==> config.mk <==
export PLATFORM = sky130hd
export DESIGN_NAME = axis_video_out_port
export DESIGN_NICKNAME = d
export VERILOG_FILES = /design/src/rtl/axis_video_out_port.sv
export SDC_FILE = /design/constraint.sdc
export NUM_CORES = 1
export LEC_CHECK = 0
export BUFFER_PORTS_ARGS = -buffer_cell sky130_fd_sc_hd__buf_2
export CELL_PAD_IN_SITES_DETAIL_PLACEMENT = 0
export CELL_PAD_IN_SITES_GLOBAL_PLACEMENT = 2
export CORE_ASPECT_RATIO = 0.75
export CORE_MARGIN = 4
export CORE_UTILIZATION = 44
export CTS_BUF_LIST = sky130_fd_sc_hd__clkbuf_4 sky130_fd_sc_hd__clkbuf_8
export DETAILED_ROUTE_END_ITERATION = 8
export PLACE_DENSITY = 0.87
export REMOVE_ABC_BUFFERS = 1
export SLEW_MARGIN = 20
export SYNTH_ARGS = -nofsm -noshare
export SYNTH_HDL_FRONTEND = slang
export SYNTH_SLANG_ARGS = --single-unit
==> constraint.sdc <==
create_clock -name i_clock -period 3 [get_ports i_clock]
set_input_delay 0.3 -clock i_clock [delete_from_list [all_inputs] [get_ports i_clock]]
set_output_delay 0.3 -clock i_clock [all_outputs]
set_load 0.05 [all_outputs]
==> src/rtl/axis_video_out_port.sv <==
// axis_video_out_port: pulls pixels from an upstream read FIFO (1-cycle read
// latency) into a small output buffer and presents them as an AXI4-Stream
// video stream. tuser/tlast come from internal pixel/line counters and are
// stored alongside each word, so the output tagging is independent of the
// upstream timing. Frame/line/end alignment pulses are issued to the DMA.
module axis_video_out_port #(
    parameter int    DSIZE      = 24,
    parameter int    DEPTH      = 16,
    parameter string MODE       = "ONCE",
    parameter string FRAME_SYNC = "ON"
) (
    input  logic             i_clock,
    input  logic             i_rst,
    input  logic [15:0]      i_hactive,
    input  logic [15:0]      i_vactive,
    input  logic             i_in_vsync,
    input  logic             i_src_empty,
    output logic             o_rd_en,
    input  logic [DSIZE-1:0] i_in_data,
    output logic [DSIZE-1:0] o_axi_tdata,
    output logic             o_axi_tvalid,
    input  logic             i_axi_tready,
    output logic             o_axi_tuser,
    output logic             o_axi_tlast,
    output logic             o_axi_fsync,
    output logic             o_falign,
    output logic             o_lalign,
    output logic             o_ealign,
    output logic             o_frame_err
);

    localparam int AW        = $clog2(DEPTH);
    localparam int EW        = DSIZE + 2;
    localparam bit LINE_MODE = (MODE == "LINE");
    localparam bit SYNC_ON   = (FRAME_SYNC != "OFF");

    typedef enum logic [1:0] {S_IDLE, S_START, S_ACTIVE, S_DONE} state_t;

    state_t          r_state;
    state_t          w_state_next;
    logic            r_vsync_d;
    logic            r_vsync_rise;
    logic [15:0]     r_hact;
    logic [15:0]     r_vact;
    logic [15:0]     r_pix;
    logic [15:0]     r_line;
    logic            r_inflight;
    logic [1:0]      r_tag;
    logic            r_lalign;
    logic [AW:0]     r_count;
    logic [AW-1:0]   r_wptr;
    logic [AW-1:0]   r_rptr;
    logic [EW-1:0]   r_mem [DEPTH];

    logic            w_abort;
    logic            w_last_pix;
    logic            w_last_line;
    logic            w_tuser;
    logic            w_rd_en;
    logic            w_empty;
    logic            w_push;
    logic            w_pop;
    logic [AW+1:0]   w_occupancy;
    logic [EW-1:0]   w_head;

    // Early vsync only aborts a frame when frames are vsync-locked.
    assign w_abort     = SYNC_ON && (r_state == S_ACTIVE) && r_vsync_rise;
    assign w_last_pix  = (r_pix == r_hact - 16'd1);
    assign w_last_line = (r_line == r_vact - 16'd1);
    assign w_tuser     = (r_pix == 16'd0) && (r_line == 16'd0);
    // Buffered plus in-flight words must leave room for the word being requested.
    assign w_occupancy = {1'b0, r_count} + (AW + 2)'(r_inflight);
    assign w_rd_en     = (r_state == S_ACTIVE) && !w_abort && !i_src_empty &&
                         (w_occupancy < (AW + 2)'(DEPTH));
    assign w_empty     = (r_count == '0);
    assign w_push      = r_inflight;
    assign w_pop       = !w_empty && i_axi_tready;
    assign w_head      = r_mem[r_rptr];

    assign o_rd_en      = w_rd_en;
    assign o_axi_tvalid = !w_empty;
    // Head entry is gated so nothing stale or uninitialised leaks out while idle.
    assign o_axi_tdata  = w_empty ? '0 : w_head[DSIZE-1:0];
    assign o_axi_tlast  = !w_empty && w_head[DSIZE];
    assign o_axi_tuser  = !w_empty && w_head[DSIZE+1];
    assign o_falign     = (r_state == S_START);
    assign o_axi_fsync  = (r_state == S_START);
    assign o_ealign     = (r_state == S_DONE);
    assign o_frame_err  = w_abort;
    assign o_lalign     = r_lalign;

    // Registered vsync rising-edge detector.
    always_ff @(posedge i_clock or posedge i_rst) begin
        if (i_rst) begin
            r_vsync_d    <= 1'b0;
            r_vsync_rise <= 1'b0;
        end else begin
            r_vsync_d    <= i_in_vsync;
            r_vsync_rise <= i_in_vsync && !r_vsync_d;
        end
    end

    // Frame sequencer state register.
    always_ff @(posedge i_clock or posedge i_rst) begin
        if (i_rst) r_state <= S_IDLE;
        else       r_state <= w_state_next;
    end

    // Frame sequencer next state.
    always_comb begin
        w_state_next = r_state;
        case (r_state)
            S_IDLE:   if (!SYNC_ON || r_vsync_rise) w_state_next = S_START;
            S_START:  if (i_hactive == 16'd0 || i_vactive == 16'd0) w_state_next = S_DONE;
                      else w_state_next = S_ACTIVE;
            S_ACTIVE: if (w_abort) w_state_next = S_START;
                      else if (w_rd_en && w_last_pix && w_last_line) w_state_next = S_DONE;
            S_DONE:   w_state_next = S_IDLE;
            default:  w_state_next = S_IDLE;
        endcase
    end

    // Geometry latch and pixel/line read counters.
    always_ff @(posedge i_clock or posedge i_rst) begin
        if (i_rst) begin
            r_hact <= '0;
            r_vact <= '0;
            r_pix  <= '0;
            r_line <= '0;
        end else if (r_state == S_START) begin
            r_hact <= i_hactive;
            r_vact <= i_vactive;
            r_pix  <= '0;
            r_line <= '0;
        end else if (w_rd_en) begin
            if (w_last_pix) begin
                r_pix  <= '0;
                r_line <= r_line + 16'd1;
            end else begin
                r_pix <= r_pix + 16'd1;
            end
        end
    end

    // Read pipeline: tags travel with the request until the data arrives.
    always_ff @(posedge i_clock or posedge i_rst) begin
        if (i_rst) begin
            r_inflight <= 1'b0;
            r_tag      <= '0;
            r_lalign   <= 1'b0;
        end else begin
            r_inflight <= w_rd_en;
            r_tag      <= {w_tuser, w_last_pix};
            r_lalign   <= LINE_MODE && w_rd_en && w_last_pix;
        end
    end

    // Buffer storage; left unreset so it maps onto distributed RAM.
    always_ff @(posedge i_clock) begin
        if (w_push) r_mem[r_wptr] <= {r_tag, i_in_data};
    end

    // Buffer pointers and occupancy.
    always_ff @(posedge i_clock or posedge i_rst) begin
        if (i_rst) begin
            r_wptr  <= '0;
            r_rptr  <= '0;
            r_count <= '0;
        end else begin
            if (w_push) r_wptr <= r_wptr + 1'b1;
            if (w_pop)  r_rptr <= r_rptr + 1'b1;
            case ({w_push, w_pop})
                2'b10:   r_count <= r_count + 1'b1;
                2'b01:   r_count <= r_count - 1'b1;
                default: r_count <= r_count;
            endcase
        end
    end

endmodule
==> results.sh <==
export IMPL_wl_mm=48.7
export IMPL_multiInputGateArea_sq_um=6110
export IMPL_globalRoute_totalOverflow=0
export IMPL_drtIter0Drc=1097
export IMPL_final_cell_mix="edfxtp_1, mux4_2, nand2_1, clkbuf_8, dfrtp_1"
export IMPL_setup_tns_ps=-1350
export IMPL_area_growth_pct=19.7
export IMPL_setup_violations=26
export IMPL_grt_max_degree=40
export IMPL_cts_inserted_buffers=78
export IMPL_hp_class="primary input to flop"
export IMPL_num_antenna_cells=0
export IMPL_ys_seq_area_frac=0.695
export IMPL_switchingPower_mw=7.07
export IMPL_first_pass_iters=5
export IMPL_critical_path_class="flop to primary output"
export IMPL_ys_seq_elements=500
export IMPL_endpoint="o_axi_tlast"
export IMPL_place_congestion=0.808
export IMPL_core_area_sq_um=47300
export IMPL_combPwrFrac=0.352
export IMPL_final_util=0.531
export IMPL_worst_path_buf_inv=3
export IMPL_r2r_start="r_hact[4]"
export IMPL_final_min_clock_period_ps=3100
export IMPL_drc_errors=0
export IMPL_dieArea_sq_um=51300
export IMPL_worst_slack_ps=-103
export IMPL_start_kind="flop"
export IMPL_clk_path_buf_depth=3
export IMPL_critical_path_max_stage_delay_ps=520
export IMPL_layout_commonest_cell="edfxtp_1"
export IMPL_nFillCells=3819
export IMPL_cp_max_fo=13
export IMPL_clock_sinks=500
export IMPL_ys_warn_count=0
export IMPL_grt_pass1_vias=12000
export IMPL_peakVddDrop_v=0.000400
export IMPL_chipHeight_microns=197
export IMPL_slew_violations=0
export IMPL_grt_usage=0.191
export IMPL_tritoncts="built"
export IMPL_ff2ff_setup_slack_ps=90
export IMPL_max_slew_worst_pin_slew_ps=769
export IMPL_crit_chain="buf_12 -> buf_16 -> mux4_2 -> mux4_2 -> nor2b_1 -> buf_6"
export IMPL_register_area_sq_um=14600
export IMPL_rows=69
export IMPL_wl_per_cell_microns=22.7
export IMPL_grt_pass1_wl_mm=74.0
export IMPL_synth_edf_count=416
export IMPL_htreeDepth=3
export IMPL_cpMostUsedCell="mux4_2"
export IMPL_antenna_found_initial=0
export IMPL_routed_via_density=5.54
export IMPL_timing_rr_end="r_line[8]"
export IMPL_drive_gt1_frac=0.297
export IMPL_leakagePower_nw=8.83
export IMPL_pin_count=94
export IMPL_power_density_nw_per_um2=864
export IMPL_critPathSlowestCell="mux4_2"
export IMPL_crit_path_start="r_rptr[0]"
export IMPL_post_place_ws_ps=44.6
export IMPL_clock_skew_ps=34.0
export IMPL_start_util=0.444
export IMPL_ctsRootBufferMaster="clkbuf_8"
export IMPL_crit_path_end_kind="primary output"
export IMPL_portBuffers=92
export IMPL_hold_viol_final=0
export IMPL_cts_clk_slew_worst_paths_ps=60
export IMPL_status="finished with violations"
export IMPL_syn_inst=1220
export IMPL_fmax_ghz=0.322
export IMPL_fin_nets=1522
export IMPL_antenna_left=0
export IMPL_path_depth=6
export IMPL_synth_distinct_cells=65
export IMPL_switching_share=0.326
export IMPL_relSlewSlack=0.487
export IMPL_power_share_clock=0.268
export IMPL_die_width_microns=260
export IMPL_place_hpwl_mm=28.4
export IMPL_p_int_mw=14.6
export IMPL_violations="setup timing"
export IMPL_required_ps=2700
export IMPL_seq_power_share=0.379
export IMPL_dp_cells=1948
export IMPL_vias=11900
export IMPL_instances_no_fill=2148
export IMPL_r2r_cells=9
export IMPL_syn_avg_cell_area_sq_um=17.2
export IMPL_maxCapViolCount=0
export IMPL_synthFlopType="edfxtp_1"
export IMPL_crit_family="multiplexers"
export IMPL_rsz0062_at_grt="yes"
export IMPL_period_share=1.03
export IMPL_worstPathArrival_ps=2800
export IMPL_async_flop_share=0.168
export IMPL_clk_latency_ps=640
export IMPL_syn_area_sq_um=21000
## power by group through the flow
stage	combinational, mW	clock [mW]	sequential [mW]
2_1_floorplan	4.41	0	8.71
3_3_place_gp	6.56	0	8.45
3_5_place_dp	6.63	0	8.47
4_1_cts	7.62	5.97	8.22
5_1_grt	8.14	6.32	8.28
6_report	7.65	5.83	8.24
## worst min-delay path by stage
stage               slack (ps)           from             to  cells past startpoint
CTS                        0.7  i_in_data[11]  r_mem[10][11]                      1
global route                20   i_in_data[9]   r_mem[12][9]                      1
detailed placement         390      r_vsync_d   r_vsync_rise                      1
global placement           380      r_vsync_d   r_vsync_rise                      1
finish                      40  i_in_data[23]   r_mem[9][23]                      1
floorplan                  330     i_in_vsync      r_vsync_d                      0
## routing by layer
layer / track usage / vias to the layer above / share of wire
li1: - / 5277 / -
met1: 0.282 / 6111 / 0.44
met2: 0.297 / 450 / 0.48
met3: 0.0373 / 63 / 0.068
met4: 0.0469 / 0 / 0.017
met5: 0 / - / 0
## cells in the mapped netlist, types with 4 or more instances
master | n | share of area
edfxtp_1 | 416 | 0.59
mux4_2 | 130 | 0.14
nand2_1 | 114 | 0.020
dfrtp_1 | 84 | 0.10
clkbuf_1 | 43 | 0.0077
nor2_1 | 31 | 0.0055
xnor2_1 | 29 | 0.012
nor2b_1 | 28 | 0.0083
inv_1 | 27 | 0.0048
o21ai_0 | 24 | 0.0057
a21oi_1 | 22 | 0.0052
nor4_1 | 22 | 0.0066
nand3_1 | 21 | 0.0050
xor2_1 | 21 | 0.0088
and2_1 | 18 | 0.0054
a31oi_1 | 17 | 0.0051
and3_1 | 17 | 0.0051
ha_1 | 15 | 0.0089
buf_1 | 14 | 0.0025
or3_1 | 14 | 0.0042
nand4_1 | 12 | 0.0036
nor3_1 | 11 | 0.0026
o31a_1 | 5 | 0.0021
o31ai_1 | 5 | 0.0018
a21o_1 | 4 | 0.0014
mux2i_1 | 4 | 0.0019
nand2b_1 | 4 | 0.0012
nand3b_1 | 4 | 0.0014
nor4b_1 | 4 | 0.0017
## area by class of cell
class / instances / area share
Clock buffer: 104 / 0.0517
Clock inverter: 40 / 0.0119
Inverter: 29 / 0.00448
Multi-Input combinational cell: 628 / 0.243
Sequential cell: 500 / 0.581
Tap cell: 639 / 0.0318
Timing Repair Buffer: 208 / 0.0760
## metrics by stage
step | total power [mW] | hold WS [ps] | cell area (sq um)
finish | 21.7 | 44.3 | 25100
detailed placement | 15.1 | 387 | 22600
global placement | 15.0 | 383 | 22600
floorplan | 13.1 | 331 | 20700
global route | 22.7 | 15.9 | 25100
CTS | 21.8 | 0.673 | 25000
## registers in the layout (all words and copies together) (netlist names)
| register | count |
|---|---|
| r_inflight | 1 |
| r_vsync_rise | 1 |
| r_vact | 16 |
| r_tag | 2 |
| r_hact | 16 |
| r_line | 16 |
| r_vsync_d | 1 |
| r_pix | 16 |
| r_rptr | 4 |
| r_wptr | 4 |
| r_mem | 416 |
| r_count | 5 |
| r_state | 2 |
## repair_timing
action | 4_1_cts | 5_1_grt
hold buffers | 43 | 0
pin swaps | 0 | 1
setup buffers | 7 | 2
hold endpoints to repair | 166 | 0
cloned | 3 | 2
resized for setup | 58 | 18
endpoints found under the setup margin | 26 | 42
## worst reg2reg max path, delay by kind of cell, from the launching register on
kind                   cells  cell delay [ps]
buffers and inverters      1              180
and+or+nand+nor            6             1870
DFF                        1              470
AOI/OAI and AO/OA          2              290
## kinds of logic (layout without fill, tap and decap cells)
| logic type | Yosys count | count (layout) | share of synthesized area |
|---|---|---|---|
| AO/OA/AOI/OAI | 108 | 108 | 0.0338 |
| XOR/XNOR | 50 | 50 | 0.0209 |
| adder cells (fa/ha/maj) | 16 | 16 | 0.00989 |
| buffers and inverters | 92 | 381 | 0.0176 |
| flip-flops | 500 | 500 | 0.695 |
| multiplexers | 135 | 135 | 0.142 |
| other | 1 | 1 | 0.000179 |
| AND/OR/NAND/NOR | 318 | 318 | 0.0808 |
No activity file was read; power rests on OpenSTA's default activity.
